==> config.mk <==
export PLATFORM = sky130hd
export DESIGN_NAME = udp_rx
export DESIGN_NICKNAME = d
export VERILOG_FILES = /design/src/rtl/udp_pkg.sv /design/src/rtl/ip_csum_acc.sv /design/src/rtl/udp_rx.sv
export SDC_FILE = /design/constraint.sdc
export NUM_CORES = 1
export LEC_CHECK = 0
export ABC_CLOCK_PERIOD_IN_PS = 8740
export CAP_MARGIN = 20
export CORE_MARGIN = 2
export CORE_UTILIZATION = 40
export CTS_BUF_LIST = sky130_fd_sc_hd__clkbuf_8 sky130_fd_sc_hd__clkbuf_16
export CTS_CLUSTER_SIZE = 16
export DETAILED_ROUTE_END_ITERATION = 10
export PLACE_DENSITY_LB_ADDON = 0.25
export RECOVER_POWER = 25
export SYNTH_ARGS = -nofsm -noshare
export SYNTH_HDL_FRONTEND = slang
export SYNTH_HIERARCHICAL = 1
export SYNTH_SLANG_ARGS = --single-unit
export TNS_END_PERCENT = 5
==> constraint.sdc <==
create_clock -name clk -period 8.74 [get_ports clk]
set_clock_uncertainty 0.1 [all_clocks]
set_input_delay 2.622 -clock clk [delete_from_list [all_inputs] [get_ports clk]]
set_output_delay 2.622 -clock clk [all_outputs]
set_load 0.02 [all_outputs]
==> src/rtl/udp_pkg.sv <==
// Shared definitions for the GMII UDP receive path: FSM state encodings and
// protocol constants for Ethernet / IPv4 / UDP framing.
package udp_pkg;

    // One-hot receive FSM states.
    typedef enum logic [6:0] {
        st_idle     = 7'b000_0001,
        st_preamble = 7'b000_0010,
        st_eth_head = 7'b000_0100,
        st_ip_head  = 7'b000_1000,
        st_udp_head = 7'b001_0000,
        st_rx_data  = 7'b010_0000,
        st_rx_end   = 7'b100_0000
    } rx_state_t;

    localparam logic [15:0] ETH_TYPE_IPV4 = 16'h0800;
    localparam logic [7:0]  IP_PROTO_UDP  = 8'd17;
    localparam logic [7:0]  PREAMBLE_BYTE = 8'h55;
    localparam logic [7:0]  SFD_BYTE      = 8'hD5;
    localparam logic [47:0] BROADCAST_MAC = 48'hFF_FF_FF_FF_FF_FF;

    localparam int unsigned ETH_HEAD_LEN  = 14;
    localparam int unsigned UDP_HEAD_LEN  = 8;
    // 0x55 bytes expected after the one that triggers st_preamble.
    localparam int unsigned PREAMBLE_REST = 6;

endpackage

==> src/rtl/ip_csum_acc.sv <==
// One's-complement accumulator over a byte stream taken as 16-bit big-endian
// words. sum_c is the folded sum including the word completed this cycle, so
// the caller can judge the header on its final byte.
// Ports: clk, rst_n; clr restarts the sum; byte_en/byte_odd/data feed bytes
// (even byte = high half); sum_c folded 16-bit result.
module ip_csum_acc (
    input  logic        clk,
    input  logic        rst_n,
    input  logic        clr,
    input  logic        byte_en,
    input  logic        byte_odd,
    input  logic [7:0]  data,
    output logic [15:0] sum_c
);

    logic [7:0]  hi_byte;
    logic [31:0] acc;
    logic [31:0] acc_c;
    logic [16:0] fold1_c;

    // Include the word completing on this byte so the result is current.
    always_comb begin
        acc_c = acc;
        if (byte_en && byte_odd) begin
            acc_c = acc + 32'({hi_byte, data});
        end
        fold1_c = {1'b0, acc_c[15:0]} + {1'b0, acc_c[31:16]};
        sum_c   = fold1_c[15:0] + 16'(fold1_c[16]);
    end

    always_ff @(posedge clk or negedge rst_n) begin
        if (!rst_n) begin
            hi_byte <= 8'd0;
            acc     <= 32'd0;
        end else if (clr) begin
            hi_byte <= 8'd0;
            acc     <= 32'd0;
        end else if (byte_en) begin
            if (byte_odd) begin
                acc <= acc_c;
            end else begin
                hi_byte <= data;
            end
        end
    end

endmodule

==> src/rtl/udp_rx.sv <==
// GMII receive-side UDP deframer. Strips preamble/SFD, Ethernet, IPv4 (with
// options) and UDP headers, filters on destination MAC/EtherType/protocol/IP
// and streams the UDP payload.
// Ports: clk, rst_n; gmii_rx_dv/gmii_rxd from the PHY; rec_en/rec_data payload
// byte stream; rec_pkt_done end pulse with rec_byte_num length; rx_err pulse on
// truncated/malformed frames; src_mac/src_ip of the last accepted packet.
// Optional: define UDP_RX_IP_CHECKSUM_EN to verify the IPv4 header checksum.
module udp_rx
    import udp_pkg::*;
#(
    parameter logic [47:0] BOARD_MAC = 48'h00_11_22_33_44_55,
    parameter logic [31:0] BOARD_IP  = {8'd192, 8'd168, 8'd1, 8'd123}
) (
    input  logic        clk,
    input  logic        rst_n,
    input  logic        gmii_rx_dv,
    input  logic [7:0]  gmii_rxd,
    output logic        rec_en,
    output logic [7:0]  rec_data,
    output logic        rec_pkt_done,
    output logic [15:0] rec_byte_num,
    output logic        rx_err,
    output logic [47:0] src_mac,
    output logic [31:0] src_ip
);

    rx_state_t   state, next_state;
    logic        dv_d;
    logic [7:0]  rxd_d;
    logic        armed;
    logic [15:0] cnt, cnt_nxt;
    logic [47:0] dst_mac_r;
    logic [47:0] src_mac_tmp;
    logic [7:0]  type_hi;
    logic [15:0] ip_hlen;
    logic [31:0] src_ip_tmp;
    logic [23:0] dst_ip_r;
    logic [15:0] udp_len;
    logic        done_pend;
    logic        en_c, err_c, done_now_c, done_last_c;

`ifdef UDP_RX_IP_CHECKSUM_EN
    logic [15:0] csum_c;

    ip_csum_acc u_csum (
        .clk      (clk),
        .rst_n    (rst_n),
        .clr      (state == st_eth_head),
        .byte_en  ((state == st_ip_head) && dv_d),
        .byte_odd (cnt[0]),
        .data     (rxd_d),
        .sum_c    (csum_c)
    );
`endif

    // State register.
    always_ff @(posedge clk or negedge rst_n) begin
        if (!rst_n) begin
            state <= st_idle;
            cnt   <= 16'd0;
        end else begin
            state <= next_state;
            cnt   <= cnt_nxt;
        end
    end

    // Next-state and per-cycle strobes.
    always_comb begin
        next_state  = state;
        cnt_nxt     = cnt + 16'd1;
        en_c        = 1'b0;
        err_c       = 1'b0;
        done_now_c  = 1'b0;
        done_last_c = 1'b0;
        case (state)
            st_idle: begin
                cnt_nxt = 16'd0;
                if (armed && dv_d && rxd_d == PREAMBLE_BYTE) begin
                    next_state = st_preamble;
                end
            end
            st_preamble: begin
                if (!dv_d) begin
                    next_state = st_idle;
                    err_c      = 1'b1;
                    cnt_nxt    = 16'd0;
                end else if (cnt < 16'(PREAMBLE_REST)) begin
                    if (rxd_d != PREAMBLE_BYTE) begin
                        next_state = st_rx_end;
                        cnt_nxt    = 16'd0;
                    end
                end else begin
                    next_state = (rxd_d == SFD_BYTE) ? st_eth_head : st_rx_end;
                    cnt_nxt    = 16'd0;
                end
            end
            st_eth_head: begin
                if (!dv_d) begin
                    next_state = st_idle;
                    err_c      = 1'b1;
                    cnt_nxt    = 16'd0;
                end else if (cnt == 16'(ETH_HEAD_LEN - 1)) begin
                    cnt_nxt = 16'd0;
                    if ((dst_mac_r == BOARD_MAC || dst_mac_r == BROADCAST_MAC) &&
                        {type_hi, rxd_d} == ETH_TYPE_IPV4) begin
                        next_state = st_ip_head;
                    end else begin
                        next_state = st_rx_end;
                    end
                end
            end
            st_ip_head: begin
                if (!dv_d) begin
                    next_state = st_idle;
                    err_c      = 1'b1;
                    cnt_nxt    = 16'd0;
                end else if (cnt == 16'd0 && rxd_d[7:4] != 4'd4) begin
                    next_state = st_rx_end;
                    cnt_nxt    = 16'd0;
                end else if (cnt == 16'd0 && rxd_d[3:0] < 4'd5) begin
                    next_state = st_rx_end;
                    err_c      = 1'b1;
                    cnt_nxt    = 16'd0;
                end else if (cnt == 16'd9 && rxd_d != IP_PROTO_UDP) begin
                    next_state = st_rx_end;
                    cnt_nxt    = 16'd0;
                end else if (cnt == 16'd19 && {dst_ip_r, rxd_d} != BOARD_IP) begin
                    next_state = st_rx_end;
                    cnt_nxt    = 16'd0;
                end else if (cnt != 16'd0 && cnt == ip_hlen - 16'd1) begin
                    cnt_nxt    = 16'd0;
                    next_state = st_udp_head;
`ifdef UDP_RX_IP_CHECKSUM_EN
                    if (csum_c != 16'hFFFF) begin
                        next_state = st_rx_end;
                        err_c      = 1'b1;
                    end
`endif
                end
            end
            st_udp_head: begin
                if (!dv_d) begin
                    next_state = st_idle;
                    err_c      = 1'b1;
                    cnt_nxt    = 16'd0;
                end else if (cnt == 16'(UDP_HEAD_LEN - 1)) begin
                    cnt_nxt = 16'd0;
                    if (udp_len < 16'(UDP_HEAD_LEN)) begin
                        next_state = st_rx_end;
                        err_c      = 1'b1;
                    end else if (udp_len == 16'(UDP_HEAD_LEN)) begin
                        next_state = st_rx_end;
                        done_now_c = 1'b1;
                    end else begin
                        next_state = st_rx_data;
                    end
                end
            end
            st_rx_data: begin
                if (!dv_d) begin
                    next_state = st_idle;
                    err_c      = 1'b1;
                    cnt_nxt    = 16'd0;
                end else begin
                    en_c = 1'b1;
                    // Last payload byte; padding and FCS follow in st_rx_end.
                    if (cnt == udp_len - 16'(UDP_HEAD_LEN + 1)) begin
                        done_last_c = 1'b1;
                        next_state  = st_rx_end;
                        cnt_nxt     = 16'd0;
                    end
                end
            end
            st_rx_end: begin
                cnt_nxt = 16'd0;
                if (!dv_d) begin
                    next_state = st_idle;
                end
            end
            default: begin
                next_state = st_idle;
                cnt_nxt    = 16'd0;
            end
        endcase
    end

    // Input registers, header field capture and registered outputs.
    always_ff @(posedge clk or negedge rst_n) begin
        if (!rst_n) begin
            dv_d         <= 1'b0;
            rxd_d        <= 8'd0;
            armed        <= 1'b0;
            dst_mac_r    <= 48'd0;
            src_mac_tmp  <= 48'd0;
            type_hi      <= 8'd0;
            ip_hlen      <= 16'd0;
            src_ip_tmp   <= 32'd0;
            dst_ip_r     <= 24'd0;
            udp_len      <= 16'd0;
            done_pend    <= 1'b0;
            rec_en       <= 1'b0;
            rec_data     <= 8'd0;
            rec_pkt_done <= 1'b0;
            rec_byte_num <= 16'd0;
            rx_err       <= 1'b0;
            src_mac      <= 48'd0;
            src_ip       <= 32'd0;
        end else begin
            dv_d  <= gmii_rx_dv;
            rxd_d <= gmii_rxd;
            // After reset, ignore the rest of any frame in flight until dv drops.
            if (!dv_d) begin
                armed <= 1'b1;
            end

            if (state == st_eth_head) begin
                if (cnt < 16'd6) begin
                    dst_mac_r <= {dst_mac_r[39:0], rxd_d};
                end else if (cnt < 16'd12) begin
                    src_mac_tmp <= {src_mac_tmp[39:0], rxd_d};
                end else if (cnt == 16'd12) begin
                    type_hi <= rxd_d;
                end
            end

            if (state == st_ip_head) begin
                if (cnt == 16'd0) begin
                    ip_hlen <= {10'd0, rxd_d[3:0], 2'b00};
                end else if (cnt >= 16'd12 && cnt <= 16'd15) begin
                    src_ip_tmp <= {src_ip_tmp[23:0], rxd_d};
                end else if (cnt >= 16'd16 && cnt <= 16'd18) begin
                    dst_ip_r <= {dst_ip_r[15:0], rxd_d};
                end
            end

            if (state == st_udp_head) begin
                if (cnt == 16'd4) begin
                    udp_len[15:8] <= rxd_d;
                end else if (cnt == 16'd5) begin
                    udp_len[7:0] <= rxd_d;
                end
            end

            rec_en <= en_c;
            if (en_c) begin
                rec_data <= rxd_d;
            end
            rx_err       <= err_c;
            done_pend    <= done_last_c;
            rec_pkt_done <= done_now_c | done_pend;
            if (done_now_c || done_last_c) begin
                rec_byte_num <= udp_len - 16'(UDP_HEAD_LEN);
                src_mac      <= src_mac_tmp;
                src_ip       <= src_ip_tmp;
            end
        end
    end

endmodule

==> results.py, run 1 <==
metrics = {
    "status": {
        "status": "finished with violations",
        "violations": "max-capacitance violations, max-slew violations",
    },
    "critical_path": {
        "cpPeakStageDelay_ps": 2060,
        "start_kind": "primary input",
        "endpoint_kind": "async pin",
        "cp.arrival_ps": 5670,
        "crit_path_cell_trace": "clkbuf_2, buf_4",
        "crit_path_max_fanout": 120,
        "crit_required_ps": 9190,
        "critical_path_class": "primary input to async pin",
        "crit_slowest_cell": "clkbuf_2",
        "critPathBufInv": 2,
        "crit_family": "buffers and inverters",
    },
    "synthesis": {
        "yosys-top-cells-area": "dfrtp_1 57%, mux2_2 17%, mux2_4 6.3%",
        "synth-main-ff-cell": "dfrtp_1",
        "netlist.area_leader.share": 0.572,
        "synth_top_cell_by_area": "dfrtp_1",
        "yosys-top-cells-count": "320 x dfrtp_1, 207 x mux2_2, 65 x nand2_1",
        "synth_edf_count": 0,
        "yosysSeqAreaShare": 0.574,
        "ys_ff_latch": 321,
        "postSynthCellCount": 1020,
        "avgSynthCellArea_um2": 13.7,
        "synthArstFlopShare": 1.00,
        "post-synth-top-count-cell": "dfrtp_1",
        "synth_area_um2": 14000,
        "ys_warn_count": 6,
        "synth_fp_nets": 1038,
        "synth.distinct_cells": 69,
    },
    "layout": {
        "syn_to_final_growth_pct": 18.6,
        "diodes": 0,
        "final_cells": 1601,
        "drive_above_1_share": 0.298,
        "nets": 1141,
        "fillers": 3075,
        "regArea_um2": 8030,
        "multiInputGateArea_um2": 5560,
    },
    "timing": {
        "fin_crit_ps": 5220,
        "rsz0062_at_grt": "no",
        "tns_ps": 0,
        "hold_violations": 0,
        "slew_headroom": -1.02,
        "finalSetupViolCount": 0,
        "post-route-period-util": 0.597,
        "worstMarginPinSlew_ps": 3020,
        "slew_viol_final": 169,
        "fmax_mhz": 192,
    },
    "power": {
        "p_int_mw": 2.42,
        "p_sw_uw": 643,
        "p_sw_frac": 0.210,
        "clkPwrFrac": 0.477,
        "ir_worst_vdd_mv": 0.112,
        "comb_power_share": 0.029,
        "p_per_area_nw_per_um2": 184,
        "power_mw": 3.06,
        "power.static_leakage_nw": 7.82,
        "power_frac_seq": 0.495,
    },
    "min_path": {
        "hold_path.class": "flop to flop",
    },
    "global_routing": {
        "grt_pass1_wl_um": 47800,
        "grt_start_max_net_pins": 147,
        "antenna_found_initial": 0,
        "grt_pass1_vias": 8431,
        "gr-usage-all-layers": 0.165,
        "overflow": 0,
    },
    "cts": {
        "h-tree-depth": 2,
        "clk_latency_ps": 500,
        "ctsResizeCount": 0,
        "clk_pin_slew_ps": 60,
        "post_cts_buffers": 0,
        "cts_buffer_depth": 3,
        "cts_hold_buffers": 0,
        "cts.sinks": 321,
        "root_buffer": "clkbuf_16",
        "cts_tree": "done",
        "cts_buffers": 34,
    },
    "detailed_routing": {
        "drtAntennaViolNets": 0,
        "vias": 8304,
        "met1_length_um": 14200,
        "highest_layer": "met4",
        "viasPerCell": 5.19,
        "wl_met2_um": 13200,
        "drc_errors": 0,
        "wl_per_cell_um": 18.2,
        "drt_iter0_drc": 564,
        "wl_um": 29100,
        "wl_met3_um": 1240,
        "dr.pass1.iters": 4,
    },
    "die": {
        "core.rowCount": 68,
        "initial_core_util": 0.405,
        "coreArea_um2": 34500,
        "design.die.area_um2": 36500,
        "ios": 118,
        "die_w_um": 191,
        "die_height_um": 191,
    },
    "place": {
        "io_buffers": 117,
        "gp_congestion": 0.843,
        "dp.cells": 1541,
        "hpwl_um": 19100,
    },
    "run": {
        "cap_violations": 2,
    },
}
## placed cells by master, fill, tap and decap left out, drive strengths merged, types with 3 or more instances in the layout
cell,instances
dfrtp,320
mux2,266
clkdlybuf4s50,107
nand2,65
clkbuf,45
nor2,42
xnor2,28
nand4,23
nor4,22
xor2,21
inv,18
nand3,15
o21ai,14
nor3,13
or4,10
dlygate4sd3,9
clkinv,9
nor2b,7
ha,7
buf,7
nor4b,6
a21oi,6
a211oi,6
nand2b,5
nand4b,5
and2,5
nor3b,4
and3,4
mux2i,4
and4,4
and4b,3
or3,3
o31a,3
nor4bb,3
bufinv,3
or4b,3
## path summary, 6_finish.rpt
| kind | cells past startpoint | slack [ps] | from | end |
|---|---|---|---|---|
| setup / recovery | 2 | 3520 | rst_n | cnt[4]$_DFF_PN0_ |
| hold / removal | 1 | 340 | done_pend$_DFF_PN0_ | rec_pkt_done$_DFF_PN0_ |
| setup reg to reg | 11 | 4000 | udp_len[4]$_DFFE_PN0P_ | src_ip[4]$_DFFE_PN0P_ |
| hold reg to reg | 1 | 340 | done_pend$_DFF_PN0_ | rec_pkt_done$_DFF_PN0_ |
| max in group clk | 11 | 4000 | udp_len[4]$_DFFE_PN0P_ | src_ip[4]$_DFFE_PN0P_ |
| min in group asynchronous | 1 | 2980 | rst_n | rec_byte_num[10]$_DFFE_PN0P_ |
## logic make-up (layout without fill, tap and decap cells)
logic type | count (synthesis) | in the layout | share of synthesized area
flops | 321 | 321 | 0.574
mux | 270 | 270 | 0.233
simple gates | 248 | 248 | 0.0976
buf+inv | 72 | 198 | 0.0296
compound gates | 53 | 53 | 0.0298
xor+xnor | 49 | 49 | 0.0306
fa+ha+maj | 7 | 7 | 0.00625
## cell type report
cell class | count | share of cell area
timing repair buffer | 126 | 0.0748
tap | 455 | 0.0343
multi-input combinational | 627 | 0.335
sequential | 321 | 0.484
clock inverter | 17 | 0.00950
clock buffer | 42 | 0.0599
inverter | 13 | 0.00294
## flip-flops by register name (all words and copies together) (netlist names), 4 cells and up
| name | count |
|---|---|
| cnt | 16 |
| dst_ip_r | 24 |
| dst_mac_r | 48 |
| ip_hlen | 4 |
| rec_byte_num | 16 |
| rec_data | 8 |
| rxd_d | 8 |
| src_ip | 32 |
| src_ip_tmp | 32 |
| src_mac | 48 |
| src_mac_tmp | 48 |
| state | 7 |
| type_hi | 8 |
| udp_len | 16 |
## power by group through the flow
stage	sequential, mW	combinational [mW]	clock [mW]
3_5_place_dp	1.54	0.0898	0
5_1_grt	1.51	0.0986	1.57
2_1_floorplan	1.53	0.0441	0
6_report	1.51	0.0872	1.46
4_1_cts	1.51	0.0904	1.51
3_3_place_gp	1.54	0.0891	0
## stage by stage
| stage | instance area (um2) | hold WS (ps) | util | worst slack (ps) |
|---|---|---|---|---|
| floorplan | 14000 | 308 | - | 5330 |
| global placement | 15500 | 329 | 0.448 | 4090 |
| CTS | 16600 | 341 | 0.481 | 3980 |
| finish | 16600 | 336 | 0.481 | 3520 |
| detailed placement | 15500 | 329 | 0.448 | 3980 |
| global route | 16600 | 365 | 0.481 | 2790 |
## routing by layer
metal,vias up,GRT usage
met2,184,0.250
met1,4198,0.243
met4,0,0.0456
met3,45,0.0272
met5,-,0
li1,3877,-
(Power assumes the default switching activity.)
==> run 2, diff against run 1 <==
--- a/config.mk
+++ b/config.mk
@@ -5,7 +5,7 @@
 export SDC_FILE = /design/constraint.sdc
 export NUM_CORES = 1
 export LEC_CHECK = 0
-export ABC_CLOCK_PERIOD_IN_PS = 8740
+export ABC_CLOCK_PERIOD_IN_PS = 4500
 export CAP_MARGIN = 20
 export CORE_MARGIN = 2
 export CORE_UTILIZATION = 40
==> constraint.sdc (replaced) <==
create_clock -name clk -period 4.5 [get_ports clk]
set_clock_uncertainty 0.1 [all_clocks]
set_input_delay 1.35 -clock clk [delete_from_list [all_inputs] [get_ports clk]]
set_output_delay 1.35 -clock clk [all_outputs]
set_load 0.02 [all_outputs]
==> results.py, run 2 (synthesis results as in run 1) <==
metrics = {
    "power": {
        "power.static_leakage_nw": 7.83,
        "p_per_area_nw_per_um2": 352,
        "power_mw": 5.83,
        "ir_worst_vdd_mv": 0.256,
    },
    "layout": {
        "nets": 1145,
        "drive_above_1_share": 0.299,
        "utilization": 0.481,
        "top_regs": "dst_mac_r x48, src_mac x48, src_mac_tmp x48",
        "fillers": 3078,
        "syn_to_final_growth_pct": 18.5,
        "final_common_cell": "dfrtp_1",
        "fin_area_um2": 16600,
        "diodes": 0,
        "mostFrequentLayoutCells": "320 x dfrtp_1, 207 x mux2_2, 107 x clkdlybuf4s50_1, 65 x nand2_1, 59 x mux2_4",
        "regArea_um2": 8030,
        "multiInputGateArea_um2": 5570,
        "final_cells": 1604,
    },
    "global_routing": {
        "grt_pass1_wl_um": 47100,
        "antenna_found_initial": 0,
        "overflow": 0,
        "grt_pass1_vias": 8294,
        "grt_start_max_net_pins": 80,
        "gr-usage-all-layers": 0.162,
    },
    "cts": {
        "cts_tree": "done",
        "cts.sinks": 321,
        "cts_buffers": 34,
        "clk_pin_slew_ps": 70,
        "h-tree-depth": 2,
        "cts_buffer_depth": 3,
        "post_cts_buffers": 0,
        "ctsResizeCount": 0,
        "cts_hold_buffers": 0,
        "root_buffer": "clkbuf_16",
        "clk_latency_ps": 510,
    },
    "critical_path": {
        "critPathBufInv": 2,
        "rr_worst_depth": 10,
        "crit_cells": 10,
        "setup.reg_to_reg.worst_slack_ps": 680,
        "cp.arrival_ps": 4090,
        "crit_slowest_cell": "or4b_2",
        "crit_path_max_fanout": 78,
        "cpPeakStageDelay_ps": 620,
        "start_kind": "flop",
        "crit_path_cell_trace": "inv_1, ha_1, o31a_1, or4b_2, a21o_1, a311oi_2, nand4_2, o21ai_4, buf_12, mux2_2",
        "crit_family": "compound AO/OA/AOI/OAI gates",
        "critical_path_class": "flop to flop",
        "crit_required_ps": 4780,
        "endpoint_kind": "flop",
    },
    "timing": {
        "finalSetupViolCount": 0,
        "fin_crit_ps": 3820,
        "slew_headroom": -0.585,
        "fmax_mhz": 262,
        "post-route-period-util": 0.848,
        "rsz0062_at_grt": "no",
        "slew_viol_final": 137,
        "hold_ws_ps": 342,
        "setup_ws_ps": 682,
        "tns_ps": 0,
        "hold_violations": 0,
        "worstMarginPinSlew_ps": 2370,
    },
    "die": {
        "design.die.area_um2": 36500,
        "coreArea_um2": 34500,
        "ios": 118,
        "initial_core_util": 0.405,
        "die_w_um": 191,
        "die_height_um": 191,
        "core.rowCount": 68,
    },
    "run": {
        "cap_violations": 3,
    },
    "min_path": {
        "holdPathStages": 1,
        "hold_path.class": "flop to flop",
    },
    "detailed_routing": {
        "vias": 8270,
        "drc_errors": 0,
        "viasPerCell": 5.16,
        "wl_um": 28900,
        "wl_per_cell_um": 18.0,
        "drtAntennaViolNets": 0,
        "dr.pass1.iters": 5,
        "drt_iter0_drc": 539,
    },
    "place": {
        "dpl-instance-area_um2": 15500,
        "hpwl_um": 19100,
        "dp.cells": 1545,
        "pre_cts_slack_ps": 731,
        "gp_congestion": 0.858,
        "io_buffers": 117,
    },
    "status": {
        "status": "finished with violations",
        "violations": "max-capacitance violations, max-slew violations",
    },
}
[run 2: cell types whose count changed in the layout (fill, tap and decap cells not counted), moves of 2 or more]
cell       before  now
clkinv_2        8    3
clkbuf_1        2    0
inv_1          18   22
clkbuf_2        1    3
buf_4           5    8
clkbuf_16      37   35
[run 2: layout make-up]
class                      count  area share
sequential                   321       0.484
timing repair buffer         130      0.0773
tap                          455      0.0343
clock inverter                17     0.00807
inverter                      13     0.00294
multi-input combinational    627       0.336
clock buffer                  41      0.0577
[run 2: power breakdown]
group	internal (mW)	switching (mW)	total, mW
Combinational	0.0524	0.115	0.167
Clock	1.62	1.10	2.72
Sequential	2.90	0.0383	2.94
Total	4.58	1.26	5.83
[run 2: path summary, 6_finish.rpt]
| path | from | end |
|---|---|---|
| min reg2reg | done_pend$_DFF_PN0_ | rec_pkt_done$_DFF_PN0_ |
| max reg2reg | udp_len[4]$_DFFE_PN0P_ | src_ip[19]$_DFFE_PN0P_ |
| max | udp_len[4]$_DFFE_PN0P_ | src_ip[19]$_DFFE_PN0P_ |
| min | done_pend$_DFF_PN0_ | rec_pkt_done$_DFF_PN0_ |
| min in group asynchronous | rst_n | rec_byte_num[10]$_DFFE_PN0P_ |
| max in group asynchronous | rst_n | src_ip[8]$_DFFE_PN0P_ |
[run 2: layer usage]
layer / GRT usage / share of wire
met5: 0 / 0
met4: 0.0402 / 0.017
met3: 0.0220 / 0.042
met2: 0.248 / 0.46
met1: 0.242 / 0.48
==> run 3, diff against run 2 <==
--- a/config.mk
+++ b/config.mk
@@ -5,7 +5,7 @@
 export SDC_FILE = /design/constraint.sdc
 export NUM_CORES = 1
 export LEC_CHECK = 0
-export ABC_CLOCK_PERIOD_IN_PS = 4500
+export ABC_CLOCK_PERIOD_IN_PS = 3700
 export CAP_MARGIN = 20
 export CORE_MARGIN = 2
 export CORE_UTILIZATION = 40
==> constraint.sdc (replaced) <==
create_clock -name clk -period 3.7 [get_ports clk]
set_clock_uncertainty 0.1 [all_clocks]
set_input_delay 1.11 -clock clk [delete_from_list [all_inputs] [get_ports clk]]
set_output_delay 1.11 -clock clk [all_outputs]
set_load 0.02 [all_outputs]
==> results.py, run 3 (synthesis results as in run 1) <==
metrics = {
    "global_routing": {
        "grt_start_max_net_pins": 82,
        "overflow": 0,
        "gr-usage-all-layers": 0.165,
        "antenna_found_initial": 0,
        "grt_pass1_vias": 8569,
        "grt_pass1_wl_um": 47900,
    },
    "detailed_routing": {
        "vias": 8308,
        "viasPerCell": 5.12,
        "drt_iter0_drc": 589,
        "wl_per_cell_um": 18.1,
        "drtAntennaViolNets": 0,
        "dr.pass1.iters": 5,
        "drc_errors": 0,
        "wl_um": 29300,
    },
    "power": {
        "p_sw_mw": 1.57,
        "p_per_area_nw_per_um2": 423,
        "clkPwrFrac": 0.467,
        "p_sw_frac": 0.221,
        "power_frac_seq": 0.502,
        "power.static_leakage_nw": 7.94,
        "ir_worst_vdd_mv": 0.319,
        "p_int_mw": 5.54,
        "comb_power_share": 0.031,
    },
    "critical_path": {
        "crit_path_cell_trace": "or4_4, o31a_1, or4_1, a32oi_2, nand4_2, o21ai_4, buf_12, mux2_2",
        "setup.reg_to_reg.worst_slack_ps": 150,
        "cp.arrival_ps": 3840,
        "crit_start": "udp_len[7]$_DFFE_PN0P_",
        "crit_required_ps": 3990,
        "endpoint_kind": "flop",
        "r2r-start": "udp_len[7]$_DFFE_PN0P_",
        "crit_slowest_cell": "or4_4",
        "crit_path_max_fanout": 43,
        "start_kind": "flop",
        "rr_worst_depth": 8,
        "cpPeakStageDelay_ps": 570,
        "critical_path_class": "flop to flop",
    },
    "layout": {
        "utilization": 0.486,
        "multiInputGateArea_um2": 5580,
        "mostFrequentLayoutCells": "320 x dfrtp_1, 207 x mux2_2, 107 x clkdlybuf4s50_1, 65 x nand2_1, 59 x mux2_4",
        "final_common_cell": "dfrtp_1",
        "regArea_um2": 8030,
        "top_regs": "dst_mac_r x48, src_mac x48, src_mac_tmp x48",
        "fillers": 3092,
        "syn_to_final_growth_pct": 19.9,
        "nets": 1162,
        "diodes": 0,
        "drive_above_1_share": 0.312,
        "final_cells": 1624,
    },
    "timing": {
        "rsz0062_at_grt": "no",
        "fmax_mhz": 282,
        "tns_ps": 0,
        "hold_ws_ps": 334,
        "slew_viol_final": 50,
        "setup_ws_ps": 151,
        "fin_crit_ps": 3550,
        "post-route-period-util": 0.959,
        "finalSetupViolCount": 0,
        "hold_violations": 0,
        "worstMarginPinSlew_ps": 2460,
        "slew_headroom": -0.643,
    },
    "place": {
        "io_buffers": 117,
        "pre_cts_slack_ps": 129,
        "dp.cells": 1560,
        "gp_congestion": 0.862,
        "hpwl_um": 19400,
    },
    "cts": {
        "h-tree-depth": 2,
        "clk_pin_slew_ps": 60,
        "cts_buffers": 36,
        "clk_latency_ps": 510,
        "cts_hold_buffers": 0,
        "root_buffer": "clkbuf_16",
        "cts.sinks": 321,
        "cts_buffer_depth": 3,
        "cts_tree": "done",
    },
    "min_path": {
        "holdPathStages": 1,
        "hold_path.class": "flop to flop",
        "min-delay-start": "done_pend$_DFF_PN0_",
    },
    "run": {
        "cap_violations": 1,
    },
    "status": {
        "status": "finished with violations",
        "violations": "max-capacitance violations, max-slew violations",
    },
    "die": {
        "ios": 118,
        "initial_core_util": 0.405,
        "coreArea_um2": 34500,
        "design.die.area_um2": 36500,
        "core.rowCount": 68,
        "die_w_um": 191,
        "die_height_um": 191,
    },
}
run 3: worst paths after layout:
check                                                    end
min in group asynchronous       rec_byte_num[12]$_DFFE_PN0P_
worst min-delay path                  rec_pkt_done$_DFF_PN0_
worst max register to register        src_ip[12]$_DFFE_PN0P_
worst min register to register        rec_pkt_done$_DFF_PN0_
worst max-delay path                  src_ip[12]$_DFFE_PN0P_
max in group asynchronous          dst_mac_r[35]$_DFFE_PN0P_
run 3: through the flow:
stage | area, um2 | power, mW
final | 16800 | 7.11
after global routing | 16800 | 7.40
after detailed placement | 15700 | 3.86
after floorplan | 14000 | 3.72
after global placement | 15700 | 3.86
after CTS | 16800 | 7.21
run 3: power groups by stage:
stage | registers [mW] | logic [mW] | clock network, mW
after floorplan | 3.61 | 0.104 | 0
after global routing | 3.57 | 0.252 | 3.58
final | 3.57 | 0.221 | 3.32
after CTS | 3.57 | 0.227 | 3.41
after detailed placement | 3.63 | 0.226 | 0
after global placement | 3.63 | 0.223 | 0
run 3: repair_timing:
action / CTS / global route
buffers inserted: 0 / 1
hold endpoints to repair: 0 / 0
setup endpoints to repair: 0 / 32
gates resized for setup: 0 / 1
run 3: cell type report:
| cell class | instances | share of cell area |
|---|---|---|
| inverter | 13 | 0.00290 |
| multi-input combinational | 627 | 0.332 |
| tap | 455 | 0.0339 |
| timing repair buffer | 145 | 0.0867 |
| sequential | 321 | 0.478 |
| clock buffer | 44 | 0.0602 |
| clock inverter | 19 | 0.00603 |
run 3: layer usage:
| layer | wire, um | GRT usage |
|---|---|---|
| met5 | 0 | 0 |
| met4 | 603 | 0.0438 |
| met3 | 1170 | 0.0257 |
| met2 | 13300 | 0.256 |
| met1 | 14300 | 0.240 |
run 3: critical path: cells and delay by family (launching register included):
kind / cells / cell delay (ps)
compound gates: 3 / 810
buf+inv: 1 / 300
flops: 1 / 460
mux: 1 / 380
simple gates: 3 / 1330
==> patch 1: new RTL, config.mk and constraints of run 2 <==
The 7 states of `rx_state_t` get a binary encoding in 3 bits. Comments in the files are not updated.
--- a/src/rtl/udp_pkg.sv
+++ b/src/rtl/udp_pkg.sv
@@ -4,12 +4,12 @@
 
     // One-hot receive FSM states.
-    typedef enum logic [6:0] {
-        st_idle     = 7'b000_0001,
-        st_preamble = 7'b000_0010,
-        st_eth_head = 7'b000_0100,
-        st_ip_head  = 7'b000_1000,
-        st_udp_head = 7'b001_0000,
-        st_rx_data  = 7'b010_0000,
-        st_rx_end   = 7'b100_0000
+    typedef enum logic [2:0] {
+        st_idle     = 3'd0,
+        st_preamble = 3'd1,
+        st_eth_head = 3'd2,
+        st_ip_head  = 3'd3,
+        st_udp_head = 3'd4,
+        st_rx_data  = 3'd5,
+        st_rx_end   = 3'd6
     } rx_state_t;
 
Formal check against the unedited RTL: no difference found for any inputs over 4 cycles, from zero or initial values and one cycle with rst_n low; so few cycles prove little.
==> patch 1 against run 2 <==
  * The flow still finishes with violations (max-capacitance violations, max-slew violations)
  * Cell area is 1.5% lower
  * Routed wire length down 3.5%
  * Sequential cell count down 4
  * Via count down 0.53%
  * Count of clock-buffer cells in the layout increased by 5
  * Global-route usage shrank 0.27 points
  * Synthesized area decreased by 3.0%
  * Setup slack gained 470 ps
  * Critical path type is now primary input to asynchronous set/reset pin
  * Critical endpoint is now dst_mac_r[1]
Power is not compared: it rests on default switching activity, and its combinational part moved more than twofold at a synthesized area within 25%.
==> patch 1: results (changes against run 2) <==
Placed design
  • Routability cong.: 0.8430 (-1.7%)
  • DP HPWL: 18250 um (-4.3%)

Run status
  • Status: finished with violations
  • Violated checks: max-capacitance violations, max-slew violations

Global route
  • Met1 GRT Util: 23.71% (-0.50 points)
  • Met3 Resource Use GR: 2.626% (+0.42 points)
  • Initial antenna violation count: 0 (unchanged)
  • Met2 global-route usage: 23.79% (-1.1 points)
  • Total GRT Usage: 15.92% (-0.27 points)
  • Largest net degree at the start of global routing: 104 (+30%)
  • Global-route wire length before repair: 45840 um (-2.8%)
  • Vias in the first global route: 8266 (-0.34%)

Worst setup path
  • Worst Path Arrival: 3720 ps (-370 ps)
  • Reg2reg start: udp_len[7]
  • R2R setup slack: 1190 ps (+510 ps)
  • Crit path from: rst_n
  • Critical path's largest stage delay: 1150 ps (+530 ps)
  • Slowest cell on the critical path: clkbuf_2
  • Top Family by Delay on Critical Path: buffers and inverters

Yosys
  • Synth cell count leaders: dfrtp_1 (317), mux2_2 (244), nor2_1 (44), mux2_1 (39), clkbuf_1 (28)
  • Top cells by area, synth: dfrtp_1 (58%), mux2_2 (20%), mux2_1 (3.2%)
  • Yosys cell types: 59 (-14%)
  • Seq/Total Area, Yosys: 58.39% (+1.0 points)
  • Yosys warning count: 6 (unchanged)
  • Primary FF master, synth: dfrtp_1
  • Async SR Flop Fraction: 100.0% (unchanged)
  • Post-Syn Nets: 1011 (-2.6%)

Timing
  • Max Slew Vio Count: 64 (-53%)
  • Max-slew headroom: -11.02% (+48 points)

CTS
  • CTS clk-pin slew, worst paths: 50 ps (-20 ps)
  • TritonCTS buffer count: 35 (+2.9%)

Finish
  • # fillers: 2899 (-5.8%)
  • Nets@finish: 1121 (-2.1%)
  • Largest registers: dst_mac_r x48, src_mac x48, src_mac_tmp x48
  • Layout cell share with drive strength beyond 1: 29.99% (+0.052 points)

Drt
  • Wirelength, routed: 27860 um (-3.5%)
  • Starting DRT DRC Count: 534 (-0.93%)
  • Vias per cell: 5.223 (+1.3%)

Job
  • Max Cap Violations: 1 (-2)
-- patch 1: area by class of cell --
class,count,area share (%)
Sequential cell,317,48.52
Multi-Input combinational cell,600,32.50
Timing Repair Buffer,133,8.174
Clock buffer,46,6.352
Tap cell,448,3.429
Clock inverter,15,0.6582
Inverter,16,0.3674
-- patch 1: final timing paths --
kind / endpoint / cells past startpoint
worst max-delay path: dst_mac_r[1] / 2
worst min-delay path: rec_pkt_done / 1
worst max register to register: cnt[3] / 8
worst min register to register: rec_pkt_done / 1
max in group clk: cnt[3] / 8
min in group asynchronous: rec_byte_num[11] / 1
-- patch 1: layer usage --
metal	wire length [um]	share of wire [%]
met1	13560	49
met2	12400	45
met3	1232	4.4
met4	659	2.4
met5	0	0
-- patch 1: per-stage QoR --
stage | std cells | utilization [%] | setup slack (ps) | area, um^2 | hold WS (ps)
after detailed placement | 1514 | 45.52 | 1257 | 15220 | 324.1
after global placement | 1514 | 45.52 | 1275 | 15220 | 328.4
after global routing | 1575 | 48.88 | 631.6 | 16350 | 358.4
final | 1575 | 48.88 | 1150 | 16350 | 334.6
after CTS | 1575 | 48.94 | 1247 | 16370 | 339.7
after floorplan | 993 | - | 1523 | 13590 | 313.3
-- patch 1: cell families after synthesis --
family                     synth area share (%)
adders and majority gates                0.6447
AOI/OAI and AO/OA                         2.588
muxes                                     23.72
xor gates and xnor gates                  3.094
and+or+nand+nor                           8.933
buffers and inverters                     2.634
DFF                                       58.39
-- patch 1: report_power, final --
part,switching (mW),internal [mW]
clock network,1.10,1.67
logic,0.528,0.584
registers,0.321,3.16
==> patch 2: new RTL, config.mk and constraints of run 2 <==
Made on the original files. Add a define of `UDP_RX_IP_CHECKSUM_EN`.
--- a/src/rtl/udp_rx.sv
+++ b/src/rtl/udp_rx.sv
@@ -6,4 +6,6 @@
 // truncated/malformed frames; src_mac/src_ip of the last accepted packet.
 // Optional: define UDP_RX_IP_CHECKSUM_EN to verify the IPv4 header checksum.
+`define UDP_RX_IP_CHECKSUM_EN
+
 module udp_rx
     import udp_pkg::*;
Behaviour: same outputs for any inputs over 4 cycles, from zero or initial values and one cycle with rst_n low; that may be too few to reach the edited logic, so the function may still have changed.
==> patch 2 against run 2 <==
  * Largest power group unchanged
  * Synthesized area grew 29%
  * Sequential cell count grew 40
  * Power grew 12%
  * The run ends with max-capacitance violations, max-slew violations, negative setup slack left
  * Routed wire length grew 49%
  * Largest cell class unchanged
  * Setup slack lost 2500 ps
  * Fmax shrank 39%
  * Cell area grew 38%
  * Via count grew 54%
==> patch 2: results (changes against run 2) <==
Job
  • Max Cap Violations: 1 (-2)

Timing
  • Final setup viols: 3 (+3)
  • Max Slew Vio Count: 86 (-37%)
  • Worst setup margin: -1796 ps (-2477 ps)

Finish
  • Register area: 0.009035 mm^2 (+12%)
  • Nets@finish: 1856 (+62%)
  • Layout cell share with drive strength beyond 1: 35.61% (+5.7 points)
  • Non-clk invs: 29 (+16)
  • Clkbuf count: 47 (+15%)

Worst setup path
  • Reg2reg start: u_csum/acc[0]
  • Critical path's largest stage delay: 420 ps (-200 ps)

Pwr
  • Leak pwr: 11.18 nW (+43%)
  • Switching share of total power: 21.36% (-0.17 points)

Global route
  • Global-route wire length before repair: 70630 um (+50%)
  • Vias in the first global route: 13.12k (+58%)
  • Total GRT Usage: 18.56% (+2.4 points)

Run status
  • Violated checks: max-capacitance violations, max-slew violations, negative setup slack
  • Status: finished with violations

Drt
  • Met1 WL: 19980 um (+44%)
  • WL met3: 1611 um (+34%)
  • Vias per cell: 5.265 (+2.1%)
  • Wire per inst: 17.79 um (-1.2%)

Yosys
  • Yosys cell types: 90 (+30%)
  • Post-Syn Nets: 1543 (+49%)
  • Synth cell count leaders: dfrtp_1 (360), mux2_2 (223), nand2_1 (82), nor2_1 (66), mux2_4 (59)

CTS
  • Post-CTS resize count: 17 (+17)
[patch 2: cell count changes after synthesis, sizes merged, moves of 20 or more]
cell          run 2  this run
ha                7        41
dfrtp           320       360
mux2            266       286
nor2             42        66
nor2b             7        32
a21oi             6        54
o21ai            14        35
xnor2            28        57
[patch 2: cell families after synthesis]
group / Yosys count / share of synthesized area, %
multiplexers: 300 / 19.78
adder cells (fa/ha/maj): 43 / 3.054
XOR/XNOR: 95 / 4.670
flip-flops: 361 / 49.89
AND/OR/NAND/NOR: 384 / 11.74
AO/OA/AOI/OAI: 198 / 7.842
buffers and inverters: 108 / 3.026
[patch 2: through the flow]
stage | hold slack [ps] | std cells | TNS, ps | worst slack (ps)
2_1_floorplan | 308.4 | 1489 | -4217 | -1676
3_3_place_gp | 314.6 | 2329 | -4851 | -1797
3_5_place_dp | 319.9 | 2329 | -5147 | -1913
4_1_cts | 332.3 | 2418 | -4928 | -1857
5_1_grt | 365.6 | 2423 | -8549 | -2161
6_report | 327.9 | 2423 | -4826 | -1796
